## config.mk

```make
export PLATFORM = sky130hd
export DESIGN_NAME = multicycle_control_fsm
export DESIGN_NICKNAME = d
export VERILOG_FILES = /design/src/rtl/multicycle_control_fsm.sv
export SDC_FILE = /design/constraint.sdc
export NUM_CORES = 1
export LEC_CHECK = 0
export ABC_AREA = 0
export BUFFER_PORTS_ARGS = -buffer_cell sky130_fd_sc_hd__buf_2
export CAP_MARGIN = 15
export CORE_MARGIN = 1
export CORE_UTILIZATION = 42
export DETAILED_ROUTE_END_ITERATION = 12
export PLACE_DENSITY = 0.81
export RECOVER_POWER = 50
export SYNTH_ARGS = -nofsm -noshare
export SYNTH_HDL_FRONTEND = slang
export SYNTH_SLANG_ARGS = --single-unit
```

## constraint.sdc

```tcl
create_clock -name clk -period 1.4 [get_ports clk]
set_input_delay 0 -clock clk [delete_from_list [all_inputs] [get_ports clk]]
set_output_delay 0 -clock clk [all_outputs]
set_load 0.005 [all_outputs]
```

## src/rtl/multicycle_control_fsm.sv

```systemverilog
`default_nettype none
// ============================================================================
//  Module   : multicycle_control_fsm
//  Brief    : Moore control unit for a multicycle RV32-style datapath.
//             It sequences fetch, decode, address, memory, execute and
//             write-back steps, and drives every datapath select and enable.
//  Revision : 1.0  initial release
// ============================================================================
module multicycle_control_fsm (
  input  logic       clk,
  input  logic       rst_n,
  input  logic [6:0] op_i,
  input  logic [2:0] funct3_i,
  input  logic       zero_i,
  input  logic       mem_ready_i,
  output logic       mem_read_o,
  output logic       mem_write_o,
  output logic       adr_src_o,
  output logic       ir_write_o,
  output logic       pc_write_o,
  output logic       reg_write_o,
  output logic [1:0] alu_src_a_o,
  output logic [1:0] alu_src_b_o,
  output logic [1:0] alu_op_o,
  output logic [1:0] result_src_o,
  output logic [1:0] imm_src_o,
  output logic       illegal_op_o,
  output logic       instr_done_o,
  output logic [3:0] state_o
);

  // --------------------------------------------------------------------------
  // State encodings (the debug port exposes these values directly)
  // --------------------------------------------------------------------------
  localparam logic [3:0] S_FETCH    = 4'd0;
  localparam logic [3:0] S_DECODE   = 4'd1;
  localparam logic [3:0] S_MEMADR   = 4'd2;
  localparam logic [3:0] S_MEMREAD  = 4'd3;
  localparam logic [3:0] S_MEMWB    = 4'd4;
  localparam logic [3:0] S_MEMWRITE = 4'd5;
  localparam logic [3:0] S_EXECR    = 4'd6;
  localparam logic [3:0] S_EXECI    = 4'd7;
  localparam logic [3:0] S_ALUWB    = 4'd8;
  localparam logic [3:0] S_BRANCH   = 4'd9;
  localparam logic [3:0] S_JAL      = 4'd10;
  localparam logic [3:0] S_JALR     = 4'd11;
  localparam logic [3:0] S_JALRWB   = 4'd12;

  // --------------------------------------------------------------------------
  // Opcodes recognised by the decoder
  // --------------------------------------------------------------------------
  localparam logic [6:0] OP_LOAD   = 7'b0000011;
  localparam logic [6:0] OP_STORE  = 7'b0100011;
  localparam logic [6:0] OP_RTYPE  = 7'b0110011;
  localparam logic [6:0] OP_ITYPE  = 7'b0010011;
  localparam logic [6:0] OP_BRANCH = 7'b1100011;
  localparam logic [6:0] OP_JAL    = 7'b1101111;
  localparam logic [6:0] OP_JALR   = 7'b1100111;

  // --------------------------------------------------------------------------
  // Datapath select encodings
  // --------------------------------------------------------------------------
  localparam logic [1:0] SRCA_PC    = 2'b00;
  localparam logic [1:0] SRCA_OLDPC = 2'b01;
  localparam logic [1:0] SRCA_RS1   = 2'b10;

  localparam logic [1:0] SRCB_RS2   = 2'b00;
  localparam logic [1:0] SRCB_IMM   = 2'b01;
  localparam logic [1:0] SRCB_FOUR  = 2'b10;

  localparam logic [1:0] ALUOP_ADD  = 2'b00;
  localparam logic [1:0] ALUOP_SUB  = 2'b01;
  localparam logic [1:0] ALUOP_FUNC = 2'b10;

  localparam logic [1:0] RES_ALUOUT = 2'b00;
  localparam logic [1:0] RES_MEM    = 2'b01;
  localparam logic [1:0] RES_ALU    = 2'b10;

  localparam logic [1:0] IMM_I = 2'b00;
  localparam logic [1:0] IMM_S = 2'b01;
  localparam logic [1:0] IMM_B = 2'b10;
  localparam logic [1:0] IMM_J = 2'b11;

  logic [3:0] state_q;
  logic [3:0] state_d;
  logic       w_branch_taken;
  logic       w_unused;

  // Only funct3[0] distinguishes beq/bne; the upper bits are intentionally ignored.
  assign w_unused = &{1'b0, funct3_i[2:1]};

  // Bit 0 clear selects "branch if equal", set selects "branch if not equal".
  assign w_branch_taken = (~funct3_i[0] & zero_i) | (funct3_i[0] & ~zero_i);

  // State register; reset forces FETCH so any in-flight instruction is dropped.
  always_ff @(posedge clk or negedge rst_n) begin
    if (!rst_n) begin
      state_q <= S_FETCH;
    end else begin
      state_q <= state_d;
    end
  end

  // Next-state logic; memory states stall until the handshake completes.
  always_comb begin
    state_d = S_FETCH;
    case (state_q)
      S_FETCH: begin
        state_d = mem_ready_i ? S_DECODE : S_FETCH;
      end
      S_DECODE: begin
        case (op_i)
          OP_LOAD,
          OP_STORE:  state_d = S_MEMADR;
          OP_RTYPE:  state_d = S_EXECR;
          OP_ITYPE:  state_d = S_EXECI;
          OP_BRANCH: state_d = S_BRANCH;
          OP_JAL:    state_d = S_JAL;
          OP_JALR:   state_d = S_JALR;
          default:   state_d = S_FETCH;
        endcase
      end
      S_MEMADR: begin
        state_d = (op_i == OP_LOAD) ? S_MEMREAD : S_MEMWRITE;
      end
      S_MEMREAD: begin
        state_d = mem_ready_i ? S_MEMWB : S_MEMREAD;
      end
      S_MEMWB: begin
        state_d = S_FETCH;
      end
      S_MEMWRITE: begin
        state_d = mem_ready_i ? S_FETCH : S_MEMWRITE;
      end
      S_EXECR: begin
        state_d = S_ALUWB;
      end
      S_EXECI: begin
        state_d = S_ALUWB;
      end
      S_ALUWB: begin
        state_d = S_FETCH;
      end
      S_BRANCH: begin
        state_d = S_FETCH;
      end
      S_JAL: begin
        state_d = S_ALUWB;
      end
      S_JALR: begin
        state_d = S_JALRWB;
      end
      S_JALRWB: begin
        state_d = S_FETCH;
      end
      default: begin
        // Unused codes 13-15 recover to FETCH.
        state_d = S_FETCH;
      end
    endcase
  end

  // Output decode per state; strobes are masked while reset is held so the
  // FETCH encoding seen during reset never issues a memory read.
  always_comb begin
    mem_read_o   = 1'b0;
    mem_write_o  = 1'b0;
    adr_src_o    = 1'b0;
    ir_write_o   = 1'b0;
    pc_write_o   = 1'b0;
    reg_write_o  = 1'b0;
    alu_src_a_o  = SRCA_PC;
    alu_src_b_o  = SRCB_RS2;
    alu_op_o     = ALUOP_ADD;
    result_src_o = RES_ALUOUT;
    illegal_op_o = 1'b0;
    instr_done_o = 1'b0;
    case (state_q)
      S_FETCH: begin
        mem_read_o   = 1'b1;
        alu_src_a_o  = SRCA_PC;
        alu_src_b_o  = SRCB_FOUR;
        alu_op_o     = ALUOP_ADD;
        result_src_o = RES_ALU;
        ir_write_o   = mem_ready_i;
        pc_write_o   = mem_ready_i;
      end
      S_DECODE: begin
        alu_src_a_o = SRCA_OLDPC;
        alu_src_b_o = SRCB_IMM;
        alu_op_o    = ALUOP_ADD;
        case (op_i)
          OP_LOAD, OP_STORE, OP_RTYPE, OP_ITYPE,
          OP_BRANCH, OP_JAL, OP_JALR: illegal_op_o = 1'b0;
          default:                    illegal_op_o = 1'b1;
        endcase
      end
      S_MEMADR: begin
        alu_src_a_o = SRCA_RS1;
        alu_src_b_o = SRCB_IMM;
        alu_op_o    = ALUOP_ADD;
      end
      S_MEMREAD: begin
        mem_read_o   = 1'b1;
        adr_src_o    = 1'b1;
        result_src_o = RES_ALUOUT;
      end
      S_MEMWB: begin
        result_src_o = RES_MEM;
        reg_write_o  = 1'b1;
        instr_done_o = 1'b1;
      end
      S_MEMWRITE: begin
        mem_write_o  = 1'b1;
        adr_src_o    = 1'b1;
        result_src_o = RES_ALUOUT;
        instr_done_o = mem_ready_i;
      end
      S_EXECR: begin
        alu_src_a_o = SRCA_RS1;
        alu_src_b_o = SRCB_RS2;
        alu_op_o    = ALUOP_FUNC;
      end
      S_EXECI: begin
        alu_src_a_o = SRCA_RS1;
        alu_src_b_o = SRCB_IMM;
        alu_op_o    = ALUOP_FUNC;
      end
      S_ALUWB: begin
        result_src_o = RES_ALUOUT;
        reg_write_o  = 1'b1;
        instr_done_o = 1'b1;
      end
      S_BRANCH: begin
        alu_src_a_o  = SRCA_RS1;
        alu_src_b_o  = SRCB_RS2;
        alu_op_o     = ALUOP_SUB;
        result_src_o = RES_ALUOUT;
        pc_write_o   = w_branch_taken;
        instr_done_o = 1'b1;
      end
      S_JAL: begin
        alu_src_a_o  = SRCA_OLDPC;
        alu_src_b_o  = SRCB_FOUR;
        alu_op_o     = ALUOP_ADD;
        result_src_o = RES_ALUOUT;
        pc_write_o   = 1'b1;
      end
      S_JALR: begin
        alu_src_a_o  = SRCA_RS1;
        alu_src_b_o  = SRCB_IMM;
        alu_op_o     = ALUOP_ADD;
        result_src_o = RES_ALU;
        pc_write_o   = 1'b1;
      end
      S_JALRWB: begin
        alu_src_a_o  = SRCA_OLDPC;
        alu_src_b_o  = SRCB_FOUR;
        alu_op_o     = ALUOP_ADD;
        result_src_o = RES_ALU;
        reg_write_o  = 1'b1;
        instr_done_o = 1'b1;
      end
      default: begin
        mem_read_o = 1'b0;
      end
    endcase
    if (!rst_n) begin
      mem_read_o   = 1'b0;
      mem_write_o  = 1'b0;
      ir_write_o   = 1'b0;
      pc_write_o   = 1'b0;
      reg_write_o  = 1'b0;
      illegal_op_o = 1'b0;
      instr_done_o = 1'b0;
    end
  end

  // Immediate format depends only on the opcode, in every state.
  always_comb begin
    case (op_i)
      OP_STORE:  imm_src_o = IMM_S;
      OP_BRANCH: imm_src_o = IMM_B;
      OP_JAL:    imm_src_o = IMM_J;
      default:   imm_src_o = IMM_I;
    endcase
  end

  assign state_o = state_q;

endmodule
`default_nettype wire

```

# Yosys cells after proc, flatten, opt, wreduce, memory -nomap -nowiden
# Cells that the tools add are included.
[word_totals]
reg_bits = 4
input_bits = 14
out_inout_bits = 22
elab_cells = 67
[op_classes]
n_eq_ne = 19
n_mux = 27
n_bitwise = 5
n_reduce_logical = 15
[ops]
columns = ["op", "n"]
rows = [
  ["4-bit one-hot mux with 7 select lines", 1],
  ["4-bit one-hot mux with 6 select lines", 1],
  ["7-bit equality test (second input constant)", 3],
  ["4-bit equality test (second input constant)", 5],
  ["4-bit by 3-bit equality test with 1-bit output (second input constant)", 4],
  ["2-bit one-hot mux with 2 select lines", 4],
  ["1-bit two-way mux", 15],
  ["3-bit OR reduction", 5],
  ["7-bit by 6-bit equality test with 1-bit output (second input constant)", 2],
  ["2-bit OR reduction", 5],
  ["3-bit two-way mux", 3],
  ["4-bit by 2-bit equality test with 1-bit output (second input constant)", 2],
  ["4-bit OR reduction", 2],
  ["7-bit by 2-bit equality test with 1-bit output (second input constant)", 1],
  ["7-bit by 5-bit equality test with 1-bit output (second input constant)", 1],
  ["7-bit OR reduction", 1],
  ["2-bit one-hot mux with 3 select lines", 1],
  ["5-bit OR reduction", 1],
  ["4-bit by 1-bit equality test with 1-bit output (second input constant)", 1],
  ["4-bit zero test", 1],
  ["1-bit one-hot mux with 3 select lines", 1],
  ["1-bit bitwise AND", 2],
  ["1-bit NOT", 2],
  ["1-bit one-hot mux with 2 select lines", 1],
  ["1-bit OR", 1],
]

# Longest topological paths before layout
# Gate-level depths: netlist (run 1).
[logic_depth]
depth_word = 5
ltp_mapped = 6

# Worst setup path before layout (run 1)
# OpenSTA, ideal clock, no wires.
[synth_timing]
kind = "register -> register"
from = "register state_q[2] (netlist: state_o[2])"
to = "register state_q[1] (netlist: state_o[1])"
setup_ns = 0.076
arrival_time_ns = 1.262
t_required_ns = 1.324
path_slack_ns = 0.062
path_stages_with_launch = 6
n_path_buf = 2
cell_sequence = "dfrtp_1 buf_2 or2_1 clkbuf_1 or3_1 o21ai_1"
[synth_via]
elab_chain_cells = 3
word_cells_on_any_way = 11
classes_between = "eq/ne: 8; mux: 1; reduce/logical: 2"
[synth_rtl]
columns = ["element", "line_no", "rtl"]
rows = [
  ["start, declared", "84", "logic [3:0] state_q;"],
  ["start signal, assigned", "100", "state_q <= state_d;"],
  ["4-bit by 3-bit equality test with 1-bit output / 4-bit equality test (equally long branches)", "107", "case (state_q)"],
  ["3-bit OR reduction (no line)", "--", ""],
  ["4-bit one-hot mux with 7 select lines *", "107", ""],
  ["via state_d[1]", "85", "logic [3:0] state_d;"],
]
# Mark *: on every way through the listed nets, which the timed path passes. The rest lies on a longest branch.

# Worst setup path after layout (run 1)
[layout_timing]
from = "register state_q[3] (netlist: state_o[3])"
to = "output alu_src_a_o[0]"
[layout_via]
elab_chain_cells = 3
word_cells_on_any_way = 11
classes_between = "eq/ne: 8; mux: 1; reduce/logical: 2"
[layout_rtl]
columns = ["element", "line_no", "rtl"]
rows = [
  ["4-bit equality test, or another cell as far along", "178", "case (state_q)"],
  ["5-bit OR reduction (no line) / 3-bit OR reduction (equally long branches)", "--", ""],
  ["2-bit one-hot mux with 2 select lines *", "178", ""],
  ["end, declared", "22", "output logic [1:0] alu_src_a_o,"],
]
# Mark *: on every way between the ends. The rest lies on a longest branch, timed or not.

==> metrics.cfg, run 1 <==
[synthesis]
synth_top_family_by_area = simple AND/OR/NAND/NOR gates
synth.distinct_cells = 36
syn_area_um2 = 623
yosys.area_share.simple = 0.444
synth_fa_ha_area_frac = 0
synth_flop_cell = dfrtp_1
syn_avg_cell_area_um2 = 6.77
synth_commonest_cells = 9 x nand2_1, 9 x nor2_1, 6 x o21ai_0
seq_area_frac_synth = 0.161
yosys-top-cells-area = dfrtp_1 16%, nand2_1 5.4%, nor2_1 5.4%
synthCells = 92
synthMuxAreaShare = 0
synth_xor_area_frac = 0.0562
yosys.area.top_type = dfrtp_1
yosysWarnings = 0
synth_edf_count = 0
synth-seq-cells = 4
ys_async_sr_fraction = 1.00
synth_compound_area_frac = 0.241
syn_nets = 106
synth_top_area_frac = 0.161

[critical_path]
crit_required_ns = 1.40
cp_max_fo = 10
timing.rr.end = state_o[0]$_DFF_PN0_
crit_arrival_ns = 1.48
path_buf_inv = 2
r2r-start = state_o[1]$_DFF_PN0_
cp_cell_sequence = buf_6 -> nand2_1 -> nor2_1 -> a21oi_1 -> o22ai_1 -> buf_2
cp_slowest_cell = dfrtp_2
reg2regPathDepth = 6
crit_family = flip-flops
max_stage_delay_ns = 0.50
start_kind = flip-flop
criticalPathCategory = flip-flop to primary output
r2r_slack_ns = 0.02
end_kind = primary output

[placed_design]
dp_hpwl_um = 1340
gp_congestion = 0.840
dp.cells = 138
port_buffers = 33
post_dp_cell_area_um2 = 813

[route]
wl_met2_um = 1270
antenna_left = 0
vias = 913
vias_per_cell = 6.05
route.detailed.drc = 0
drt-total-wl_um = 2280
drt-met1-wl_um = 829
dr.pass1.iters = 4
post_drt_wl_per_cell_um = 15.1
top_layer_used = met4
dr_wl_met3_um = 133
dr.first_iter.drc_count = 26

[hold_path]
min_from = op_i[4]
min_path_type = input pin to flip-flop
min_to = state_o[2]$_DFF_PN0_
hold_depth = 3

[floorplan]
placementRows = 13
top_level_ports = 36
fp.dieH_um = 40.5
coreArea_um2 = 1330
die_x_um = 40.5
initial_core_util = 0.467
die_area_um2 = 1640

[finish]
design_area_um2 = 1010
fin_cells = 151
multi_input_area_um2 = 548
final_util = 0.757
largest_reg_flops = 4
area_delta_synth_final_pct = 62.0
drive_gt1_frac = 0.507
nFillCells = 98
seqCellArea_um2 = 103
n_antenna_cell = 0
fin_nets = 152

[power]
p_leak_nw = 0.493
ir_drop_mv = 0.436
power.density_nw_per_um2 = 548
power_uw = 553

[clocking]
cts.htree.levels = 1
cts_max_path_buffers = 2
cts_buffers = 3
cts-root-buf = clkbuf_4
clkLatencyLatePin_ns = 0.25
cts_tree = yes
cts.sinks = 4
clk_pin_slew_ns = 0.03

[sta]
setup_viol = 7
hold_viol_final = 0
slew_viol_final = 0
fmax_mhz = 675
fin_skew_ns = 0.0135
fin_crit_sh = 1.06
rsz0062_at_grt = true
relSlewSlack = 0.494
finalWorstSetupSlack_ns = -0.0826
tightest_slew_ns = 0.752
min_period_ns = 1.48

[run]
drv_cap = 0

[global_routing]
track_usage = 0.262
antenna_found_initial = 0
grt_pass1_vias = 685
grt.overflow.total = 0
grt_max_degree = 13
grt_pass1_wl_um = 2750

[outcome]
violations = negative setup slack
status = finished with violations

where the power goes:
group	switching (mW)	internal [mW]
Combinational	0.141	0.129
Sequential	0.0104	0.122
Clock	0.0549	0.0963
Total	0.206	0.347
layer usage:
layer / vias to the layer above / track usage
met5: - / 0
met1: 433 / 0.276
met3: 6 / 0.0278
li1: 420 / -
met4: 0 / 0.183
met2: 54 / 0.476
stage by stage:
stage          setup WS [ns]  setup TNS (ns)  hold WS [ns]
6_report             -0.0826          -0.282         0.106
5_1_grt               -0.169          -0.962        0.0984
4_1_cts            -0.000598       -0.000598        0.0871
3_5_place_dp           0.110               0        -0.185
3_3_place_gp           0.128               0        -0.191
2_1_floorplan         0.0617               0        -0.296
placed cells by master (no fill, tap or decap), types with 2 or more instances in the layout:
master,netlist,final
a211oi_1,2,2
a21o_1,2,2
a21oi_1,5,5
a31oi_1,2,2
buf_2,4,33
buf_4,0,10
buf_6,1,4
clkbuf_4,0,3
dfrtp_1,4,2
dfrtp_2,0,2
inv_1,4,4
nand2_1,9,8
nand2b_1,4,4
nor2_1,9,7
nor2_4,1,3
nor2b_1,3,2
nor3_1,4,3
nor3b_1,3,2
nor4b_1,3,2
o21ai_0,6,4
o21ai_1,1,2
o22ai_1,2,2
or2_4,0,2
tightest hold or removal path: cells and delay by family:
family	cells	cell delay [ns]
simple gates	2	0.16
buf+inv	1	0.14
worst max path at each step:
stage / startpoint / end / slack, ns / depth (start not counted)
after floorplan: state_o[2]$_DFF_PN0_ / state_o[1]$_DFF_PN0_ / 0.06 / 5
after global placement: state_o[2]$_DFF_PN0_ / state_o[1]$_DFF_PN0_ / 0.13 / 3
after detailed placement: state_o[2]$_DFF_PN0_ / state_o[2]$_DFF_PN0_ / 0.11 / 4
after CTS: state_o[1]$_DFF_PN0_ / mem_write_o / -0.0006 / 4
after global routing: state_o[3]$_DFF_PN0_ / alu_src_a_o[0] / -0.17 / 6
final: state_o[3]$_DFF_PN0_ / alu_src_a_o[0] / -0.08 / 6
cell families (layout without fill, tap and decap cells):
logic type / after synthesis / in the layout
buffers and inverters: 13 / 57
XOR/XNOR: 4 / 4
AO/OA/AOI/OAI: 23 / 23
AND/OR/NAND/NOR: 48 / 48
flip-flops: 4 / 4
area by class of cell:
cell class,count,share of cell area
multi-input combinational,75,0.543
timing repair buffer,50,0.300
sequential,4,0.102
clock buffer,3,0.0223
tap,15,0.0186
inverter,4,0.0149
what timing repair did:
item	in CTS	in global routing
endpoints found under the setup margin	9	12
hold endpoints to repair	4	0
resized for setup	12	13
hold buffers	1	0
buffers inserted	5	4
cloned	0	0
pin swaps	2	6
Power figures use the tool's default switching activity.
==> run 2: changes to the inputs <==
--- a/config.mk
+++ b/config.mk
@@ -9,9 +9,9 @@
 export BUFFER_PORTS_ARGS = -buffer_cell sky130_fd_sc_hd__buf_2
 export CAP_MARGIN = 15
 export CORE_MARGIN = 1
-export CORE_UTILIZATION = 42
+export CORE_UTILIZATION = 38
 export DETAILED_ROUTE_END_ITERATION = 12
-export PLACE_DENSITY = 0.81
+export PLACE_DENSITY = 0.78
 export RECOVER_POWER = 50
 export SYNTH_ARGS = -nofsm -noshare
 export SYNTH_HDL_FRONTEND = slang
==> constraint.sdc (replaced) <==
create_clock -name clk -period 1.26 [get_ports clk]
set_input_delay 0 -clock clk [delete_from_list [all_inputs] [get_ports clk]]
set_output_delay 0 -clock clk [all_outputs]
set_load 0.005 [all_outputs]
==> run 2 against run 1 <==
Against the previous run:
- the run still ends with negative setup slack left
- first-iteration DRC count is 58% lower
- global-route usage is 1.8 points lower
- worst hold slack better by 0.0044 ns
- die area is 10% higher
- critical endpoint is now reg_write_o
==> metrics.cfg, run 2 (same netlist as run 1, synthesis figures left out) <==
[outcome]
status = finished with violations  ; unchanged
violations = negative setup slack  ; unchanged

[finish]
fin_cells = 154  ; was 151
largest_reg_flops = 4  ; unchanged
n_antenna_cell = 0  ; unchanged
area_delta_synth_final_pct = 66.7  ; was 62.0%
drive_gt1_frac = 0.536  ; was 0.507
final_common_cell = buf_2  ; unchanged
fin_nets = 154  ; was 152
layout_common_cells = 32 x buf_2, 12 x buf_4, 8 x nand2_1  ; was 33 x buf_2, 10 x buf_4, 8 x nand2_1
nFillCells = 127  ; was 98

[route]
drt-total-wl_um = 2130  ; was 2280 um
vias_per_cell = 5.60  ; was 6.05
vias = 863  ; was 913
post_drt_wl_per_cell_um = 13.8  ; was 15.1 um
dr.first_iter.drc_count = 11  ; was 26
antenna_left = 0  ; unchanged
route.detailed.drc = 0  ; unchanged
dr.pass1.iters = 4  ; unchanged

[global_routing]
grt_pass1_wl_um = 3330  ; was 2750 um
track_usage = 0.244  ; was 0.262
antenna_found_initial = 0  ; unchanged
grt_pass1_vias = 818  ; was 685
grt_max_degree = 10  ; was 13
grt.overflow.total = 0  ; unchanged

[critical_path]
timing.rr.end = state_o[1]$_DFF_PN0_  ; was state_o[0]$_DFF_PN0_
crit_family = flip-flops  ; unchanged
start_kind = flip-flop  ; unchanged
r2r-start = state_o[3]$_DFF_PN0_  ; was state_o[1]$_DFF_PN0_
r2r_slack_ns = -0.05  ; was 0.02 ns
max_stage_delay_ns = 0.45  ; was 0.50 ns
end_kind = primary output  ; unchanged
cp_max_fo = 7  ; was 10
criticalPathCategory = flip-flop to primary output  ; unchanged
path_buf_inv = 2  ; unchanged
cp_slowest_cell = dfrtp_2  ; unchanged
cp_cell_sequence = or2_4 -> buf_4 -> nor3_1 -> buf_2  ; was buf_6 -> nand2_1 -> nor2_1 -> a21oi_1 -> o22ai_1 -> buf_2
crit_required_ns = 1.26  ; was 1.40 ns
crit_arrival_ns = 1.44  ; was 1.48 ns
reg2regPathDepth = 3  ; was 6

[hold_path]
min_to = state_o[2]$_DFF_PN0_  ; unchanged
hold_depth = 3  ; unchanged
min_from = op_i[4]  ; unchanged
min_path_type = input pin to flip-flop  ; unchanged

[floorplan]
die_area_um2 = 1810  ; was 1640 um2
top_level_ports = 36  ; unchanged
fp.dieH_um = 42.5  ; was 40.5 um
initial_core_util = 0.409  ; was 0.467
die_x_um = 42.5  ; was 40.5 um
placementRows = 14  ; was 13
coreArea_um2 = 1520  ; was 1330 um2

[sta]
setup_viol = 15  ; was 7
tns_ns = -1.36  ; was -0.282 ns
finalWorstSetupSlack_ns = -0.180  ; was -0.0826 ns
holdWs_ns = 0.110  ; was 0.106 ns
fin_crit_sh = 1.14
tightest_slew_ns = 0.319  ; was 0.752 ns
relSlewSlack = 0.787  ; was 0.494
fmax_mhz = 694
slew_viol_final = 0  ; unchanged
hold_viol_final = 0  ; unchanged
fin_skew_ns = 0.0106  ; was 0.0135 ns
rsz0062_at_grt = true  ; unchanged
min_period_ns = 1.44

[power]
p_leak_nw = 0.506  ; was 0.493 nW
ir_drop_mv = 0.418  ; was 0.436 mV
sw_frac_of_total = 0.356  ; was 0.373
p_sw_uw = 221  ; was 206 uW
intPower_uw = 399  ; was 347 uW
power_uw = 620  ; was 553 uW
p_comb_frac = 0.503  ; was 0.487
power_frac_clock = 0.262  ; was 0.273
power.density_nw_per_um2 = 597  ; was 548 nW/um2
power.share.sequential = 0.235  ; was 0.240

[clocking]
cts.sinks = 4  ; unchanged
cts-root-buf = clkbuf_4  ; unchanged
clk_pin_slew_ns = 0.04  ; was 0.03 ns
cts_tree = yes  ; unchanged
cts.htree.levels = 1  ; unchanged
cts_max_path_buffers = 2  ; unchanged
cts_buffers = 3  ; unchanged
clkLatencyLatePin_ns = 0.24  ; was 0.25 ns

[run]
drv_cap = 0  ; unchanged

[placed_design]
port_buffers = 33  ; unchanged
gp_congestion = 0.915  ; was 0.840
dp.cells = 147  ; was 138
dp_hpwl_um = 1430  ; was 1340 um

## run 2: changes by cell type in the layout (fill, tap and decap cells not counted), moves of 2 or more
| cell | before | now |
|---|---|---|
| buf_4 | 10 | 12 |
| buf_6 | 4 | 6 |
| nand2b_1 | 4 | 2 |
| nand2b_4 | 0 | 2 |
| nor2_2 | 0 | 2 |
| nor2_4 | 3 | 1 |
## run 2: metal layers
layer | wire length (um) | up-vias | GRT usage
li1 | - | 423 | -
met1 | 811 | 390 | 0.230
met2 | 1120 | 36 | 0.458
met3 | 80 | 14 | 0.0345
met4 | 121 | 0 | 0.194
met5 | 0 | - | 0
## run 2: stage by stage
stage,utilization,cell area (um2),setup WS [ns]
final,0.681,1040,-0.180
after global routing,0.681,1040,-0.211
after CTS,0.653,995,-0.105
after detailed placement,0.579,882,0.0144
after global placement,0.579,882,0.0543
after floorplan,-,648,-0.0586
## run 2: area by class of cell
cell class / count / area (um2) / share of cell area
Tap cell: 16 / 20.0 / 0.0193
Timing Repair Buffer: 52 / 332 / 0.319
Multi-Input combinational cell: 75 / 546 / 0.525
Clock buffer: 3 / 22.5 / 0.0217
Sequential cell: 4 / 104 / 0.100
Inverter: 4 / 15.0 / 0.0145
## run 2: worst max path at each step
| stage | cells past startpoint | to | from | slack [ns] |
|---|---|---|---|---|
| 2_1_floorplan | 5 | state_o[1]$_DFF_PN0_ | state_o[2]$_DFF_PN0_ | -0.06 |
| 3_3_place_gp | 4 | state_o[2]$_DFF_PN0_ | state_o[1]$_DFF_PN0_ | 0.05 |
| 3_5_place_dp | 3 | state_o[1]$_DFF_PN0_ | state_o[2]$_DFF_PN0_ | 0.01 |
| 4_1_cts | 5 | instr_done_o | state_o[3]$_DFF_PN0_ | -0.11 |
| 5_1_grt | 4 | reg_write_o | state_o[1]$_DFF_PN0_ | -0.21 |
| 6_report | 4 | reg_write_o | state_o[1]$_DFF_PN0_ | -0.18 |
## run 2: power by group through the flow
stage / Clock [mW] / Sequential (mW) / Combinational (mW)
floorplan: 0 / 0.146 / 0.149
global placement: 0 / 0.144 / 0.247
detailed placement: 0 / 0.145 / 0.253
CTS: 0.163 / 0.144 / 0.286
global route: 0.171 / 0.146 / 0.338
finish: 0.163 / 0.146 / 0.311
## run 2: repair_timing
action / in CTS / in global routing
endpoints found under the setup margin: 15 / 17
endpoints found under the hold margin: 4 / 0
gates resized for setup: 13 / 12
buffers inserted: 5 / 1
pin swaps: 6 / 7
hold buffers: 1 / 0
gates cloned: 0 / 0
## run 2: worst min-delay path: cells and delay by family
kind | cells | cell delay [ns]
buf+inv | 1 | 0.13
simple gates | 2 | 0.17
